[config.mk]
export PLATFORM = sky130hd
export DESIGN_NAME = ring_ctr_gen_flat
export DESIGN_NICKNAME = d
export VERILOG_FILES = /design/src/rtl/ring_ctr_gen_if.sv /design/src/rtl/ring_ctr_gen.sv /design/src/flat_wrapper.sv
export SDC_FILE = /design/constraint.sdc
export NUM_CORES = 1
export LEC_CHECK = 0
export ABC_CLOCK_PERIOD_IN_PS = 1400
export CELL_PAD_IN_SITES_DETAIL_PLACEMENT = 1
export CELL_PAD_IN_SITES_GLOBAL_PLACEMENT = 2
export CORE_MARGIN = 2
export CORE_UTILIZATION = 22
export CTS_BUF_LIST = sky130_fd_sc_hd__clkbuf_4
export DETAILED_ROUTE_END_ITERATION = 10
export PLACE_DENSITY_LB_ADDON = 0.05
export SLEW_MARGIN = 20
export SYNTH_ARGS = -nofsm -noshare
export SYNTH_HDL_FRONTEND = slang
export SYNTH_SLANG_ARGS = --single-unit
[constraint.sdc]
create_clock -name clk -period 1.4 [get_ports clk]
set_input_delay 0.28 -clock clk [delete_from_list [all_inputs] [get_ports clk]]
set_output_delay 0.28 -clock clk [all_outputs]
set_load 0.005 [all_outputs]
[src/rtl/ring_ctr_gen_if.sv]
// rtl/ring_ctr_gen_if.sv - control/status bundle for ring_ctr_gen
//
// Groups the run-time controls and the registered outputs of the counter.
//   master : drives en, mode, dir, load, load_val; observes out, wrap, err
//   slave  : the counter itself (observes controls, drives out, wrap, err)
interface ring_ctr_gen_if #(
  parameter int WIDTH = 4
);
  logic             en;
  logic             mode;
  logic             dir;
  logic             load;
  logic [WIDTH-1:0] load_val;
  logic [WIDTH-1:0] out;
  logic             wrap;
  logic             err;

  modport master (
    output en, mode, dir, load, load_val,
    input  out, wrap, err
  );

  modport slave (
    input  en, mode, dir, load, load_val,
    output out, wrap, err
  );
endinterface

[src/rtl/ring_ctr_gen.sv]
// rtl/ring_ctr_gen.sv - parametrised ring / Johnson counter with wrap pulse
//
// Purpose: sequencing counter that runs either as a one-hot ring (period
// WIDTH) or as a twisted-ring Johnson counter (period 2*WIDTH), shifting
// toward LSB or MSB, with enable, parallel load and a one-cycle wrap pulse
// whenever a shift lands on the seed pattern of the current mode.
//
// Optional macro RING_CTR_SELFCHECK_EN: compiles in the legality check that
// replaces an illegal pattern with the seed and pulses err. Without it err
// is tied low and illegal patterns simply shift.
//
// Ports:
//   clk   - rising-edge clock
//   rstn  - asynchronous active-low reset (out = MSB one-hot, ring mode)
//   bus   - ring_ctr_gen_if.slave: en, mode, dir, load, load_val in;
//           out, wrap, err out (all registered)
//   WIDTH - number of state bits, 2..32
module ring_ctr_gen #(
  parameter int WIDTH = 4
) (
  input  logic            clk,
  input  logic            rstn,
  ring_ctr_gen_if.slave   bus
);

  typedef logic [WIDTH-1:0] vec_t;

  vec_t out_q, out_d;
  logic mode_q, mode_d;
  logic wrap_q, wrap_d;

  // Ring seed is the MSB one-hot; Johnson seed is all zeros.
  function automatic vec_t seed(input logic m);
    return m ? '0 : {1'b1, {(WIDTH-1){1'b0}}};
  endfunction

  // One step of either counter; Johnson feeds back the inverted bit that
  // falls off the far end.
  function automatic vec_t step(input vec_t v, input logic m, input logic d);
    logic fb;
    if (d) begin
      fb = m ? ~v[WIDTH-1] : v[WIDTH-1];
      return {v[WIDTH-2:0], fb};
    end else begin
      fb = m ? ~v[0] : v[0];
      return {fb, v[WIDTH-1:1]};
    end
  endfunction

`ifdef RING_CTR_SELFCHECK_EN
  logic err_q, err_d;

  // Johnson states have a single boundary between a run of ones and a run
  // of zeros, so at most one adjacent pair may differ.
  function automatic logic legal(input vec_t v, input logic m);
    if (m)
      return $countones(v[WIDTH-2:0] ^ v[WIDTH-1:1]) <= 1;
    else
      return $countones(v) == 1;
  endfunction
`endif

  always_comb begin
    out_d  = out_q;
    mode_d = mode_q;
    wrap_d = 1'b0;
`ifdef RING_CTR_SELFCHECK_EN
    err_d  = 1'b0;
`endif
    if (bus.load) begin
      // load_val is taken under the mode presented on the same edge
      out_d  = bus.load_val;
      mode_d = bus.mode;
    end
`ifdef RING_CTR_SELFCHECK_EN
    else if (!legal(out_q, mode_q)) begin
      out_d = seed(mode_q);
      err_d = 1'b1;
    end
`endif
    else if (bus.mode != mode_q) begin
      out_d  = seed(bus.mode);
      mode_d = bus.mode;
    end else if (bus.en) begin
      out_d  = step(out_q, mode_q, bus.dir);
      wrap_d = (out_d == seed(mode_q));
    end
  end

  always_ff @(posedge clk or negedge rstn) begin
    if (!rstn) begin
      out_q  <= seed(1'b0);
      mode_q <= 1'b0;
      wrap_q <= 1'b0;
    end else begin
      out_q  <= out_d;
      mode_q <= mode_d;
      wrap_q <= wrap_d;
    end
  end

`ifdef RING_CTR_SELFCHECK_EN
  always_ff @(posedge clk or negedge rstn) begin
    if (!rstn) err_q <= 1'b0;
    else       err_q <= err_d;
  end
  assign bus.err = err_q;
`else
  assign bus.err = 1'b0;
`endif

  assign bus.out  = out_q;
  assign bus.wrap = wrap_q;

endmodule
[src/flat_wrapper.sv]
// flat-port wrapper written by rule: the top's interface ports become plain ports
module ring_ctr_gen_flat 
#(
  parameter int WIDTH = 4
)
  (clk, rstn, bus_en, bus_mode, bus_dir, bus_load, bus_load_val, bus_out, bus_wrap, bus_err);
  ring_ctr_gen_if #(.WIDTH(WIDTH)) bus_i ();
  input  logic clk;
  input  logic rstn;
  input wire logic [$bits(bus_i.en)-1:0] bus_en;
  input wire logic [$bits(bus_i.mode)-1:0] bus_mode;
  input wire logic [$bits(bus_i.dir)-1:0] bus_dir;
  input wire logic [$bits(bus_i.load)-1:0] bus_load;
  input wire logic [$bits(bus_i.load_val)-1:0] bus_load_val;
  output wire logic [$bits(bus_i.out)-1:0] bus_out;
  output wire logic [$bits(bus_i.wrap)-1:0] bus_wrap;
  output wire logic [$bits(bus_i.err)-1:0] bus_err;
  assign bus_i.en = bus_en;
  assign bus_i.mode = bus_mode;
  assign bus_i.dir = bus_dir;
  assign bus_i.load = bus_load;
  assign bus_i.load_val = bus_load_val;
  assign bus_out = bus_i.out;
  assign bus_wrap = bus_i.wrap;
  assign bus_err = bus_i.err;
  ring_ctr_gen #(.WIDTH(WIDTH)) u_core (.clk(clk), .rstn(rstn), .bus(bus_i));
endmodule
=== After elaboration in Yosys (flattened, before gate mapping) ===
Cells that the tools add are included.

* Register bits: 6
* Bits of input ports: 10
* Word-level logic and storage cells: 25

* Equality and inequality tests: 2
* Mux-type cells: 16
* Bitwise gates (word level): 2
* Reduce and logical (&&, ||, !) cells: 2

{| class="wikitable"
|+ Operators by type and width
! kind !! count
|-
| $mux W4 || 9
|-
| $mux W1 || 7
|-
| $eq A4 B4 Y1 || 1
|-
| $reduce_bool A3 Y1 || 1
|-
| $not A1 Y1 || 2
|-
| $reduce_bool A2 Y1 || 1
|-
| $ne A1 B1 Y1 || 1
|}

=== Depth between registers and ports, before layout ===
Gate-level depths: netlist of the first run.

* Word-level depth: 10
* Depth in mapped cells: 5
* Gate-level depth less buffers: 5

=== Worst setup path before layout of the first run ===
OpenSTA, ideal clock, no wires.

* Kind: register -> register
* From: register u_core.mode_q
* To: register u_core.wrap_q, in the netlist u_core.bus.wrap
* Arrival time: 1184 ps
* Setup slack: 97 ps
* Stages on the path, launching flop included: 5
* Buffers on the path: 0
* Period minus slack after synthesis: 1303 ps
* Cell sequence: dfrtp_1 ha_1 and2b_4 and3_1 and3_1

* Longest elaborated chain between the ends: 9

{| class="wikitable"
|+ RTL lines
! what !! line !! RTL
|-
| start: declaration || ring_ctr_gen.sv:29 || <nowiki>logic mode_q, mode_d;</nowiki>
|-
| start signal: assignment || ring_ctr_gen.sv:97 || <nowiki>mode_q <= mode_d;</nowiki>
|-
| $mux W1, on equally long branches || ring_ctr_gen.sv:42, ring_ctr_gen.sv:45 ||
|-
| $mux W4 || ring_ctr_gen.sv:41 || <nowiki>if (d) begin</nowiki>
|-
| $mux W4 || ring_ctr_gen.sv:84 || <nowiki>end else if (bus.en) begin</nowiki>
|-
| $mux W4 || ring_ctr_gen.sv:81 || <nowiki>else if (bus.mode != mode_q) begin</nowiki>
|-
| $mux W4 || ring_ctr_gen.sv:70 || <nowiki>if (bus.load) begin</nowiki>
|-
| $eq A4 B4 Y1 || ring_ctr_gen.sv:86 || <nowiki>wrap_d = (out_d == seed(mode_q));</nowiki>
|-
| $mux W1 || ring_ctr_gen.sv:84 ||
|-
| $mux W1 * || ring_ctr_gen.sv:81 ||
|-
| $mux W1 * || ring_ctr_gen.sv:70 ||
|-
| via u_core.wrap_d || ring_ctr_gen.sv:30 || <nowiki>logic wrap_q, wrap_d;</nowiki>
|-
| end signal: assignment || ring_ctr_gen.sv:98 || <nowiki>wrap_q <= wrap_d;</nowiki>
|-
| end: declaration || ring_ctr_gen.sv:30 ||
|}

The timed path passes the listed nets; every way through them passes the cells marked *. The select of a mux whose other input is x is not followed.
A chain may end at the register's enable or synchronous reset.

=== Worst setup path after layout of the first run ===
* From: input bus_mode
* To: register u_core.wrap_q, in the netlist u_core.bus.wrap

* Longest elaborated chain between the ends: 3

{| class="wikitable"
|+ RTL lines
! what !! line !! RTL
|-
| start: declaration || flat_wrapper.sv:11 || <nowiki>input wire logic [$bits(bus_i.mode)-1:0] bus_mode;</nowiki>
|-
| $ne A1 B1 Y1 || ring_ctr_gen.sv:81 ||
|-
| $mux W1 || ring_ctr_gen.sv:81 ||
|-
| $mux W1 || ring_ctr_gen.sv:70 ||
|-
| via u_core.wrap_d || ring_ctr_gen.sv:30 ||
|}

The timed path passes the listed nets, and every way through them passes these cells.

==> impl_metrics.toml, run 1 <==
[yosys]
synth_cells = 42
synthesis.nets = 53
flip_flop_and_latch_count_after_synthesis = 6
netlist_top_cells_count = "sky130_fd_sc_hd__dfrtp_1, sky130_fd_sc_hd__mux2i_1, sky130_fd_sc_hd__nand2_1, sky130_fd_sc_hd__nor2_1, sky130_fd_sc_hd__o21ai_0"
synth_top_area_share_pct = 32.1
number_of_flops_mapped_to_enable_cells_by_yosys = 0
largest_area_contributor_in_the_synthesized_netlist = "sky130_fd_sc_hd__dfrtp_1"
synth-main-ff-cell = "sky130_fd_sc_hd__dfrtp_1"
synthTopCellsByArea = "sky130_fd_sc_hd__dfrtp_1, sky130_fd_sc_hd__mux2i_1, sky130_fd_sc_hd__dfstp_2"
yosys_warnings = 0
synth_sequential_area_ratio_pct = 38.8
asyncSetResetFlopFracSynth_pct = 100
synthesis.area_um2 = 390
yosysUniqueCellTypes = 21
synthesis.area_per_instance_um2 = 9.29
yosysMostFrequentCell = "sky130_fd_sc_hd__dfrtp_1"

[timing]
final-hold-violation-count = 0
min_period_over_period_pct = 96.2
period_needed_ns = 1.35
fmax_mhz = 743
report.final.setup_viol = 0
clock_skew_ns = 0.00498
rsz0062_at_grt = "false"
slew_violations = 0
finalWorstSetupSlack_ns = 0.0538

[clocking]
numCtsBuffers = 3
clkSlewWorstSetupHoldPaths_ns = 0.05
htree_num_levels = 1
clk_path_buf_depth = 2
cts_hold_buffers = 0
cts_tree = "built"
clockRootBuffer = "sky130_fd_sc_hd__clkbuf_4"
tritoncts_num_sinks = 6
worst_skew_pair.late_latency_ns = 0.26

[finish]
finish.net_count = 80
layoutNonFillerInstCount = 85
diodes = 0
layout-drive-gt1-share_pct = 27.9
ff_latch_area_um2 = 151
stdcell_area_um2 = 656
layout-area-overhead-vs-synth_pct = 67.9
utilization_pct = 38.8
layout.filler_cells = 194
multi_input_comb_area_um2 = 224

[worst_setup_path]
endpoint_kind = "flop"
cp_common_cell = "sky130_fd_sc_hd__and3_1"
critPathKind = "in -> reg"
timing.critical_path.buf_inv = 2
worstPathCellList = "clkdlybuf4s50_1 -> inv_2 -> ha_4 -> and2b_4 -> and3_1 -> and3_1"
worst_path_dominant_cell_family = "buffers and inverters"
critical-path-slowest-cell = "sky130_fd_sc_hd__clkdlybuf4s50_1"
critPathRequiredTime_ns = 1.55
crit_path_max_incr_delay_ns = 0.47
critical_path.max_fanout = 7
crit_arrival_ns = 1.49
cp-start-kind = "input port"

[placed_design]
placed_cell_area_um2 = 596
place_worst_setup_slack_ns = -0.307
post-dp-hpwl_um = 830
dp_cells = 79
place.gp.congestion = 0.799
place.port_buffers = 14

[routing]
avgRoutedWirePerCell_um = 12.9
routed-via-count = 403
viasPerCell = 4.74
drt_pre_antenna_iters = 5
detailedRoute.firstIterationViolations = 7
final_antenna_net_count = 0
detail_route.wirelength_um = 1100
post-route-drc-count = 0

[floorplan]
io-pin-count = 16
initial_utilization_pct = 23.1
core-area_mm2 = 0.00169
floorplan.die.width_um = 46.1
placementRows = 15
die_h_um = 46.1
die_area_mm2 = 0.00213

[global_route]
grt.overflow.total = 0
grt_max_degree = 8
grt_pass1_vias = 418
antenna_found_initial = 0
grt_first_pass_wirelength_um = 1880
aggregate_global_route_resource_usage_pct = 13.3

[pwr]
irDropWorstVdd_mv = 0.469
power_dens_cells_mw_per_mm2 = 982
power.leakage_uw = 0.000335

[run]
cap_violations = 0

[hold_path]
worst_hold_path_type = "in -> async"

[run_status]
run_status = "finished clean"
==> path summary, 6_finish.rpt <==
| kind | endpoint | start | cells after the start | slack [ns] |
|---|---|---|---|---|
| setup / recovery | u_core.bus.wrap | bus_mode | 6 | 0.05 |
| hold / removal | u_core.bus.out[2] | rstn | 1 | 0.28 |
| setup reg to reg | u_core.bus.wrap | u_core.mode_q | 4 | 0.15 |
| hold reg to reg | u_core.mode_q | u_core.mode_q | 3 | 0.71 |
| max in group asynchronous | u_core.bus.out[3] | rstn | 1 | 0.82 |
| min in group clk | u_core.bus.out[0] | bus_load_val[0] | 3 | 0.59 |
==> stage by stage <==
stage / power (µW) / TNS, ns / hold slack [ns]
after floorplan: 315 / 0 / -0.0156
after global placement: 427 / -1.13 / 0.556
after detailed placement: 430 / -1.21 / 0.574
after CTS: 653 / 0 / 0.298
after global routing: 689 / 0 / 0.297
final: 644 / 0 / 0.284
==> kinds of logic after synthesis <==
logic type	synth area share, %
AND/OR/NAND/NOR	15.1
AO/OA/AOI/OAI	17.9
flip-flops	38.8
XOR/XNOR	6.73
multiplexers	10.3
other	0.961
adder cells (fa/ha/maj)	3.20
buffers and inverters	7.05
==> timing repair <==
item | CTS | global route
resized for setup | 3 | 3
setup buffers | 1 | 1
pin swaps | 1 | 1
setup endpoints to repair | 4 | 5
==> where the power goes <==
group | leakage (µW) | switching, µW | internal, µW | total [µW]
logic | 0.000242 | 96.1 | 130 | 226
clock network | 0.0000184 | 80.4 | 128 | 209
registers | 0.0000738 | 12.0 | 197 | 209
total | 0.000335 | 188 | 455 | 644
==> area by class of cell <==
| class | count | share of cell area [%] |
|---|---|---|
| inverter | 1 | 0.573 |
| clock buffer | 4 | 4.58 |
| sequential | 6 | 23.1 |
| multi-input combinational | 32 | 34.2 |
| tap | 17 | 3.24 |
| timing repair buffer | 25 | 34.4 |
==> flip-flops by register name, summed over array words and instances, names as in the netlist <==
register	cells
u_core.bus.out	4
u_core.bus.wrap	1
u_core.mode_q	1
==> routing by layer <==
metal,up-vias,track usage (%),routed length [µm]
li1,197,-,-
met1,188,16.6,490
met2,13,19.2,525
met3,5,7.06,65
met4,0,5.14,19
met5,-,0,0
==> cells in the final DEF (no fill, tap or decap), types with 2 or more instances in the layout <==
| cell type | instances |
|---|---|
| sky130_fd_sc_hd__a21oi_1 | 3 |
| sky130_fd_sc_hd__a22o_1 | 2 |
| sky130_fd_sc_hd__and3_1 | 2 |
| sky130_fd_sc_hd__buf_4 | 11 |
| sky130_fd_sc_hd__clkbuf_4 | 4 |
| sky130_fd_sc_hd__clkdlybuf4s50_1 | 10 |
| sky130_fd_sc_hd__dfrtp_1 | 5 |
| sky130_fd_sc_hd__dlygate4sd2_1 | 2 |
| sky130_fd_sc_hd__dlymetal6s2s_1 | 2 |
| sky130_fd_sc_hd__mux2i_1 | 4 |
| sky130_fd_sc_hd__nand2_1 | 4 |
| sky130_fd_sc_hd__nor2_1 | 4 |
| sky130_fd_sc_hd__o21ai_0 | 4 |
| sky130_fd_sc_hd__xor2_1 | 2 |
Power figures use the tool's default switching activity.
==> run 2: changes to the inputs <==
--- a/config.mk
+++ b/config.mk
@@ -5,11 +5,11 @@
 export SDC_FILE = /design/constraint.sdc
 export NUM_CORES = 1
 export LEC_CHECK = 0
-export ABC_CLOCK_PERIOD_IN_PS = 1400
+export ABC_CLOCK_PERIOD_IN_PS = 1600
 export CELL_PAD_IN_SITES_DETAIL_PLACEMENT = 1
 export CELL_PAD_IN_SITES_GLOBAL_PLACEMENT = 2
 export CORE_MARGIN = 2
-export CORE_UTILIZATION = 22
+export CORE_UTILIZATION = 26
 export CTS_BUF_LIST = sky130_fd_sc_hd__clkbuf_4
 export DETAILED_ROUTE_END_ITERATION = 10
 export PLACE_DENSITY_LB_ADDON = 0.05
==> constraint.sdc (replaced) <==
create_clock -name clk -period 1.6 [get_ports clk]
set_input_delay 0.32 -clock clk [delete_from_list [all_inputs] [get_ports clk]]
set_output_delay 0.32 -clock clk [all_outputs]
set_load 0.005 [all_outputs]
==> run 2 against run 1 <==
Combinational power is 31% lower. Power fell by 18%. Critical path depth decreased by 5. Register-to-register slack better by 0.04 ns. Cell count down 12%. First-iteration DRC count is 14% lower. Clock power shrank 14%. Routed wire length about the same. Critical path type is now reg -> out. Critical endpoint is now bus_out[2]. Highest routed layer unchanged.
==> impl_metrics.toml, run 2 (same netlist as run 1, synthesis figures left out) <==
[finish]
layout.cells.most_common = "sky130_fd_sc_hd__clkdlybuf4s50_1"
largest_reg_flops = 4
layout_common_cells = "sky130_fd_sc_hd__clkdlybuf4s50_1, sky130_fd_sc_hd__dfrtp_1"
finish.net_count = 72
ff_latch_area_um2 = 151
layout-drive-gt1-share_pct = 15.0
multi_input_comb_area_um2 = 211
layout-area-overhead-vs-synth_pct = 47.8
diodes = 0
layout.filler_cells = 166
stdcell_area_um2 = 577
utilization_pct = 42.7

[global_route]
aggregate_global_route_resource_usage_pct = 14.4
grt_first_pass_wirelength_um = 1780
antenna_found_initial = 0
grt.overflow.total = 0
grt_pass1_vias = 368
grt_max_degree = 10

[worst_setup_path]
cp-startpoint = "u_core.bus.out[2]"
cp-start-kind = "flop"
worstSetupPathDepth = 1
endpoint_kind = "output pin"
timing.critical_path.buf_inv = 1
critPathRequiredTime_ns = 1.28
worst_path_dominant_cell_family = "buffers and inverters"
worstPathCellList = "clkdlybuf4s50_1"
worst_r2r_path_depth = 4
crit_path_max_incr_delay_ns = 0.54
timing.rr.start = "u_core.mode_q"
crit_arrival_ns = 1.22
critical-path-slowest-cell = "sky130_fd_sc_hd__clkdlybuf4s50_1"
critical_path.max_fanout = 5
critPathKind = "reg -> out"

[floorplan]
initial_utilization_pct = 28.9
io-pin-count = 16
die_area_mm2 = 0.00183
floorplan.die.width_um = 42.8
die_h_um = 42.8
placementRows = 13
core-area_mm2 = 0.00135

[routing]
routed-via-count = 361
detail_route.wirelength_um = 1100
final_antenna_net_count = 0
avgRoutedWirePerCell_um = 14.7
drt_pre_antenna_iters = 3
viasPerCell = 4.81
post-route-drc-count = 0
detailedRoute.firstIterationViolations = 6

[pwr]
power.leakage_uw = 0.000269
cellInternalPower_uw = 375
share_comb_of_total_power_pct = 29.7
power_dens_cells_mw_per_mm2 = 918
sw_power_uw = 154
total_power_uw = 529
netSwitchingFraction_pct = 29.1
p_clk_share_pct = 33.8
irDropWorstVdd_mv = 0.299
power.share.sequential_pct = 36.5

[clocking]
htree_num_levels = 1
tritoncts_num_sinks = 6
clk_path_buf_depth = 2
clockRootBuffer = "sky130_fd_sc_hd__clkbuf_4"
worst_skew_pair.late_latency_ns = 0.26
cts_hold_buffers = 0
clkSlewWorstSetupHoldPaths_ns = 0.05
numCtsBuffers = 3
cts_tree = "built"

[timing]
period_needed_ns = 1.54
fmax_mhz = 648
clock_skew_ns = 0.00223
min_period_over_period_pct = 96.4
setup_tns_final_ns = 0
slew_violations = 0
report.final.setup_viol = 0
rsz0062_at_grt = "false"
final-hold-violation-count = 0
fin_hold_ws_ns = 0.317

[hold_path]
worst_hold_path_type = "in -> async"

[placed_design]
post-dp-hpwl_um = 855
placed_cell_area_um2 = 541
place.port_buffers = 14
place.gp.congestion = 0.708

[run_status]
run_status = "finished clean"

[run]
cap_violations = 0
## run 2: final cells by class
cell class	instances	share of cell area (%)
repair buffers	17	28.0
clock buffers	4	5.21
multi-input cells	32	36.7
inverters	1	0.651
well taps	15	3.25
flip-flops and latches	6	26.2
## run 2: power by group through the flow
stage                     sequential (µW)  clock [µW]  combinational, µW
after floorplan                       196           0               79.7
after global placement                200           0                146
after detailed placement              201           0                151
after CTS                             194         189                159
after global routing                  196         201                171
final                                 193         179                157
## run 2: timing repair
action                                  in CTS  in global routing
resized for setup                            1                  0
endpoints found under the setup margin       1                  0
buffers inserted                             1                  0
## run 2: path summary, 6_finish.rpt
| path | endpoint | slack (ns) |
|---|---|---|
| worst max-delay path | bus_out[2] | 0.06 |
| worst min-delay path | u_core.bus.out[1] | 0.32 |
| worst max register to register | u_core.bus.wrap | 0.19 |
| worst min register to register | u_core.mode_q | 0.62 |
| max in group asynchronous | u_core.bus.out[3] | 1.00 |
| min in group clk | u_core.mode_q | 0.62 |
## run 2: metrics by stage
stage | setup WS, ns | instances
finish | 0.0574 | 75
global route | 0.00743 | 75
CTS | 0.0336 | 75
detailed placement | -0.188 | 70
global placement | -0.143 | 70
floorplan | 0.297 | 42
## run 2: per-layer routing
layer	global-route usage, %	vias up	routed length (µm)
met3	6.38	4	62
met1	14.6	165	420
met2	23.6	11	586
met4	9.38	0	31
met5	0	-	0
li1	-	181	-
